**src/rtl/spi_ctrl_pkg.sv**
```systemverilog
// Shared state encoding for the SPI master control sequencer and its debug/trace taps.
// Latency: n/a (types, constants and pure functions only).
// Backpressure: n/a.
package spi_ctrl_pkg;

    // Raw encodings, kept stable so trace/debug logic can decode estado without the enum.
    localparam logic [2:0] ST_IDLE    = 3'd0;
    localparam logic [2:0] ST_START   = 3'd1;
    localparam logic [2:0] ST_WAIT_RX = 3'd2;
    localparam logic [2:0] ST_STORE   = 3'd3;
    localparam logic [2:0] ST_NEXT    = 3'd4;
    localparam logic [2:0] ST_CHECK   = 3'd5;
    localparam logic [2:0] ST_FINISH  = 3'd6;

    typedef enum logic [2:0] {
        IDLE    = ST_IDLE,
        START   = ST_START,
        WAIT_RX = ST_WAIT_RX,
        STORE   = ST_STORE,
        NEXT    = ST_NEXT,
        CHECK   = ST_CHECK,
        FINISH  = ST_FINISH
    } state_t;

    // True for every state in which the burst owns chip select and the control register.
    // FINISH is excluded: the control register is being written back in that cycle.
    function automatic logic is_burst_state(input state_t s);
        return (s == START) || (s == WAIT_RX) || (s == STORE) ||
               (s == NEXT)  || (s == CHECK);
    endfunction

endpackage

```
**src/rtl/fsm_control_spi.sv**
```systemverilog
// Control FSM sequencing a burst of byte transfers on the SPI master core.
// Latency: send in IDLE -> inicio next cycle; i_RX_DV in WAIT_RX -> wr2 next cycle; 4 cycles/byte outside WAIT_RX.
// Backpressure: waits indefinitely in WAIT_RX for i_RX_DV; inputs outside their qualifying state are ignored.
module fsm_control_spi
    import spi_ctrl_pkg::*;
(
    input  logic clk,
    input  logic rst,
    input  logic send,
    input  logic trans_ready,
    input  logic i_RX_DV,
    output logic inicio,
    output logic cont_trans,
    output logic wr2,
    output logic hold_ctrl,
    output logic send_sign,
    output logic wr2_c
);

    state_t estado;
    state_t estado_nxt;

    // State register; reset aborts any burst immediately without clearing send.
    always_ff @(posedge clk or negedge rst) begin
        if (!rst) begin
            estado <= IDLE;
        end else begin
            estado <= estado_nxt;
        end
    end

    // Next-state logic; each input is only looked at in the one state that qualifies it.
    always_comb begin
        estado_nxt = estado;
        case (estado)
            IDLE:    if (send) estado_nxt = START;
            START:   estado_nxt = WAIT_RX;
            WAIT_RX: if (i_RX_DV) estado_nxt = STORE;
            STORE:   estado_nxt = NEXT;
            NEXT:    estado_nxt = CHECK;
            CHECK:   estado_nxt = trans_ready ? FINISH : START;
            FINISH:  estado_nxt = IDLE;
            default: estado_nxt = IDLE;
        endcase
    end

    // Moore output decode; the strobes are one-hot by construction since each maps to a single state.
    always_comb begin
        inicio     = 1'b0;
        cont_trans = 1'b0;
        wr2        = 1'b0;
        send_sign  = 1'b0;
        wr2_c      = 1'b0;
        hold_ctrl  = is_burst_state(estado);
        case (estado)
            START:  inicio     = 1'b1;
            STORE:  wr2        = 1'b1;
            NEXT:   cont_trans = 1'b1;
            FINISH: begin
                // send_sign is the data bit written by wr2_c, so they always travel together.
                wr2_c     = 1'b1;
                send_sign = 1'b1;
            end
            default: ;
        endcase
    end

endmodule

```
**config.mk**
```make
export PLATFORM = sky130hd
export DESIGN_NAME = fsm_control_spi
export DESIGN_NICKNAME = d
export VERILOG_FILES = /design/src/rtl/spi_ctrl_pkg.sv /design/src/rtl/fsm_control_spi.sv
export SDC_FILE = /design/constraint.sdc
export NUM_CORES = 1
export LEC_CHECK = 0
export BUFFER_PORTS_ARGS = -buffer_cell sky130_fd_sc_hd__buf_2
export CORE_AREA = 8 8 45 47
export DETAILED_ROUTE_END_ITERATION = 6
export DIE_AREA = 0 0 53 55
export PLACE_DENSITY = 0.36
export SLEW_MARGIN = 40
export SYNTH_ARGS = -nofsm -noshare
export SYNTH_HDL_FRONTEND = slang
export SYNTH_SLANG_ARGS = --single-unit
```
**constraint.sdc**
```tcl
create_clock -name clk -period 1.4 [get_ports clk]
set_input_delay 0.14 -clock clk [delete_from_list [all_inputs] [get_ports clk]]
set_output_delay 0.14 -clock clk [all_outputs]
set_load 0.005 [all_outputs]
```
# == Word level (Yosys, flattened, before mapping) ==
# Cells that the tools add are included.
# op_classes
n_reduce_logical,6
muxes,8
eq_ne,8
# op_table
op,n
$pmux 3 s6,1
$eq 3x3->1 const B,3
$mux 3,3
$eq 3x2->1 const B,2
$logic_or 1x1->1,4
$mux 1,4
$ne 2x2->1 const B,2
$eq 3x1->1 const B,1
$logic_not 3->1,1
$reduce_and 2->1,1
# totals
ff_bits,3
word_cells,23
inputBits,5
output_inout_bits,6

# == Depth between registers and ports, before layout ==
# depth
word_depth,5
ltp_mapped,3
depth_no_buf,2

# == Worst setup path before layout ==
# No wires, ideal clock.
# synth_timing
kind,register to register
startpoint,register estado[1]
endpoint,register estado[0]
n_path_buf,1
arrival_ps,934
stages_incl_launch_ff,4
t_required_ps,1276
path_slack_ps,342
period_less_slack_ps,1058
path_cell_list,dfrtp_1 buf_4 and4bb_1 a211o_1
# synth_between
elab_chain_cells,3
word_cells_on_any_way,10
# synth_lines
item,line_no,source
start: declaration,fsm_control_spi.sv:20,state_t estado;
start signal: assignment,fsm_control_spi.sv:28,estado <= estado_nxt;
$eq 3x2->1 / $logic_not 3->1 (equally long branches),fsm_control_spi.sv:35,case (estado)
$ne 2x2->1 (no source line),-,
$reduce_and 2->1 (no source line),-,
# Parallel ways exist; a longest one is shown, timed or not.
# A chain may end at the register's enable or synchronous reset.

# == Worst setup path in the final report ==
# layout_timing
startpoint,register estado[2]
endpoint,output hold_ctrl
# layout_between
elab_chain_cells,5
word_cells_on_any_way,9
# layout_lines
item,line_no,source
$eq 3x1->1 / $eq 3x2->1 (equally long branches),spi_ctrl_pkg.sv:28,return (s == START) || (s == WAIT_RX) || (s == STORE) ||
$logic_or 1x1->1 (3 in series),spi_ctrl_pkg.sv:28,
$logic_or 1x1->1 *,spi_ctrl_pkg.sv:29,(s == NEXT) || (s == CHECK);
end: declaration,fsm_control_spi.sv:15,"output logic hold_ctrl,"
# Every way passes the cells marked *; elsewhere a longest branch is shown, timed or not.

==> flow_results.org <==
** Run status
- The flow ran to the end, and the final reports show no timing, DRC or antenna violations.

** STA
- Fin. Hold Viols :: 0
- Setup repair after global routing left no endpoint under its margin.
- The worst path in the final design needs a cycle of 1.24 ns, including I/O delays and setup.
- At the pin with the least slew margin, the transition time is 0.306 ns.
- Headroom to the max-slew limit came out at 79.6%.
- The clock arrives with 0.000794 ns of skew.
- Number of pins with negative max-slew slack in the final report :: 0
- In the final timing run, aggregate negative setup slack is 0 ns.
- Final number of setup-violating endpoints :: 0
- FMAX :: 0.807 GHz
- Final cycle utilization of the critical path :: 88.6%

** Critical path
- Max incr delay on CP :: 0.46 ns
- CP max stage cell :: sky130_fd_sc_hd__dfrtp_1
- Worst setup slack for register-to-register paths :: 0.31 ns
- CP bufs+invs :: 1
- STA classifies the critical path startpoint as a flip-flop.
- In this run the worst setup path begins at estado[2].
- In this run the worst path has a maximum fanout of 10.
- In this run the number of cells on the critical path is 3.
- Counting cells, the worst reg-to-reg path comes to 2.
- Cell family contributing the most delay on the critical path :: flip-flops
- The worst setup path is captured at an output pin.
- In this run the critical register-to-register path is launched from estado[0].
- Crit-path cells :: nor3_1 > a21oi_1 > buf_2
- At the worst endpoint, the arrival time is 1.10 ns.
- The worst register-to-register path ends at estado[0].
- Kind of critical path :: reg2out
- Worst setup path endpoint :: hold_ctrl
- Data required time at the worst endpoint :: 1.26 ns

** Power
- Switching share of power :: 37.4%
- The clock network is responsible for 24.5% of the overall power.
- Summed over all cells, the static leakage comes to 0.146 nW.
- Internal power :: 0.000385 W
- Summed over all nets, the switching power comes to 0.000230 W.
- Across the VDD grid, the largest voltage drop is 0.000357 V.
- Sequential cells burn 35.7% of the power.
- PD cells :: 2090 mW/mm²
- Post-route total power :: 0.000615 W
- Combinational logic burns 39.8% of the power.

** Yosys
- Primary FF master, synth :: sky130_fd_sc_hd__dfrtp_1
- Yosys printed 0 warnings.
- Netlist Area Pre-Place :: 221 µm²
- Sequential fraction of the synthesis area :: 33.9%
- Synthesis produced a netlist with a net count of 28.
- EDFF count, synth :: 0
- Synth top cells by count :: sky130_fd_sc_hd__buf_4 (3), sky130_fd_sc_hd__dfrtp_1 (3), sky130_fd_sc_hd__nor3b_1 (3), sky130_fd_sc_hd__nand2_1 (2)
- The netlist uses 16 different library cells.
- Flip-flop and latch count after synthesis :: 3
- Share of async-settable or async-resettable flops after synthesis :: 100%
- The biggest area contributor in the post-synthesis netlist is sky130_fd_sc_hd__dfrtp_1.
- Dividing the synthesized area by the synthesized cell count gives 9.63 µm².
- Yosys top cell area share :: 33.9%
- In the synthesized netlist, the number of instances is 23.
- Cells taking the most area after synthesis :: sky130_fd_sc_hd__dfrtp_1 (34%), sky130_fd_sc_hd__buf_4 (10%), sky130_fd_sc_hd__nor3b_1 (10%)

** Route
- Mean number of vias per cell :: 3.86
- Summed over all layers, the routed wires come to 532 µm.
- Initial drt markers :: 0
- Via total after detailed routing :: 193
- The detail route stage leaves a number of antenna-violating nets equal to 0.
- Remaining DRCs :: 0
- In the final routed layout, each cell accounts on average for 10.6 µm.
- Detailed Routing Iterations Pass 1 :: 1

** Layout
- Antenna diode count :: 0
- Number of nets in the layout :: 40
- Biggest regs :: estado x3
- Ranked by flip-flop count, first place goes to estado.
- The register with the most flip-flops in the layout has 3 of them.
- After routing the design area is 294 µm².
- Layout overhead on the synthesized area :: 32.8%
- Layout Cells excl Fill :: 50
- The post-route netlist has 41.2% of its cells at a drive strength greater than 1.
- Fin util :: 21.2%

** Global routing
- Global routing consumed, over all layers together, 4.54% of the routing resources.
- Pin count of the biggest net entering global routing :: 12
- The via count of the first global-routing pass came to 197.
- Global route overflow :: 0
- Wire length of the first global-routing pass :: 800 µm
- Initial antenna violation count :: 0

** Clocking
- Counting every sink on the clock net gives 3.
- Counting the buffers created by CTS gives 3.
- TritonCTS built the clock tree.
- In this run the deepest clock path goes through 2 buffers.
- Post-CTS resize count :: 0
- Clock latency on the worst-skew pair, taken at its later pin, is 0.23 ns.
- Quantity of hold-fixing buffers added after cts :: 1
- After clock tree synthesis, the setup repair step added 0 buffers.
- The root buffer cell chosen for the clock tree is sky130_fd_sc_hd__clkbuf_4.
- In this run the number of H-tree levels came out at 1.
- Clock-pin slew was measured on the worst setup and hold paths at 0.03 ns.

** Floorplan
- For this configuration, the core starts out at a cell density of 16.0%.
- In this run the count of I/O pins placed on the die edge is 11.
- After floorplanning, the core was sized to cover 0.00138 mm².
- The floorplan step set the die height to 55 µm.
- Number of core rows :: 14
- The floorplan step defined a die boundary enclosing 0.00292 mm².
- The floorplan step set the die width to 53 µm.

** Place
- In this run the tool buffered the top-level ports with 10 buffer cells.
- After detailed placement, the total cell area comes to 258 µm².
- Gpl congestion :: 0.766
- Count of placed standard cells including taps :: 45
- Summed over all nets, the half-perimeter wirelength after detailed placement is 419 µm.

** Run
- Max-cap violations in this run came to 0.

** Worst hold path
- The min-delay analysis places its worst path in the category in2reg.
[worst min-delay path, stage by stage]
cell	delay, ns
sky130_fd_sc_hd__buf_2	0.10
sky130_fd_sc_hd__nand2_1	0.08
sky130_fd_sc_hd__o22ai_1	0.08
[per-layer routing]
metal / global-route usage, % / up-vias / wire (µm)
met3: 1.87 / 4 / 80
met2: 4.69 / 11 / 207
met5: 0 / - / 0
met4: 11.6 / 0 / 54
met1: 3.81 / 78 / 190
li1: - / 100 / -
[power by group through the flow]
stage	combinational, W	sequential (W)	clock (W)
finish	0.000245	0.000220	0.000151
detailed placement	0.000247	0.000220	0
CTS	0.000250	0.000220	0.000160
global route	0.000272	0.000235	0.000170
floorplan	0.000297	0.000141	0
global placement	0.000250	0.000221	0
[stage by stage]
step,hold slack (ns),setup slack [ns]
after floorplan,-0.156,0.342
after CTS,0.202,0.145
after detailed placement,-0.0599,0.309
final,0.212,0.160
after global routing,0.213,0.0483
after global placement,-0.0591,0.300
[final cells by class]
type,count,area (µm²)
clock buffers,4,26.3
fillers,156,1090
repair buffers,11,60.1
flip-flops and latches,3,75.1
well taps,16,20.0
multi-input cells,16,113
[layout by cell type, fill, tap and decap left out]
cell type and count:
sky130_fd_sc_hd__a211o_1 1, sky130_fd_sc_hd__a21oi_1 1, sky130_fd_sc_hd__and3b_2 1, sky130_fd_sc_hd__and4bb_1 1, sky130_fd_sc_hd__buf_2 10, sky130_fd_sc_hd__clkbuf_1 1, sky130_fd_sc_hd__clkbuf_4 3, sky130_fd_sc_hd__dfrtp_1 3
sky130_fd_sc_hd__dlygate4sd3_1 1, sky130_fd_sc_hd__nand2_1 2, sky130_fd_sc_hd__nor2_1 1, sky130_fd_sc_hd__nor2b_1 1, sky130_fd_sc_hd__nor3_1 1, sky130_fd_sc_hd__nor3b_1 3, sky130_fd_sc_hd__o22ai_1 1, sky130_fd_sc_hd__o2bb2ai_1 1
sky130_fd_sc_hd__or2b_1 1, sky130_fd_sc_hd__xnor2_1 1
[kinds of logic (layout without fill, tap and decap cells)]
group	count (synthesis)	after routing	share of synthesized area (%)
flip-flops	3	3	33.9
buffers and inverters	4	15	15.3
AO/OA/AOI/OAI	4	4	13.0
XOR/XNOR	1	1	3.96
AND/OR/NAND/NOR	11	11	33.9
[worst min path at each step]
stage	startpoint	endpoint	slack (ns)	cells after the start
after floorplan	rst	estado[0]	-0.16	0
after global placement	rst	estado[2]	-0.06	1
after detailed placement	rst	estado[2]	-0.06	1
after CTS	trans_ready	estado[1]	0.20	3
after global routing	trans_ready	estado[1]	0.21	3
final	trans_ready	estado[1]	0.21	3
Note: power is estimated with default switching activity, not from simulation.
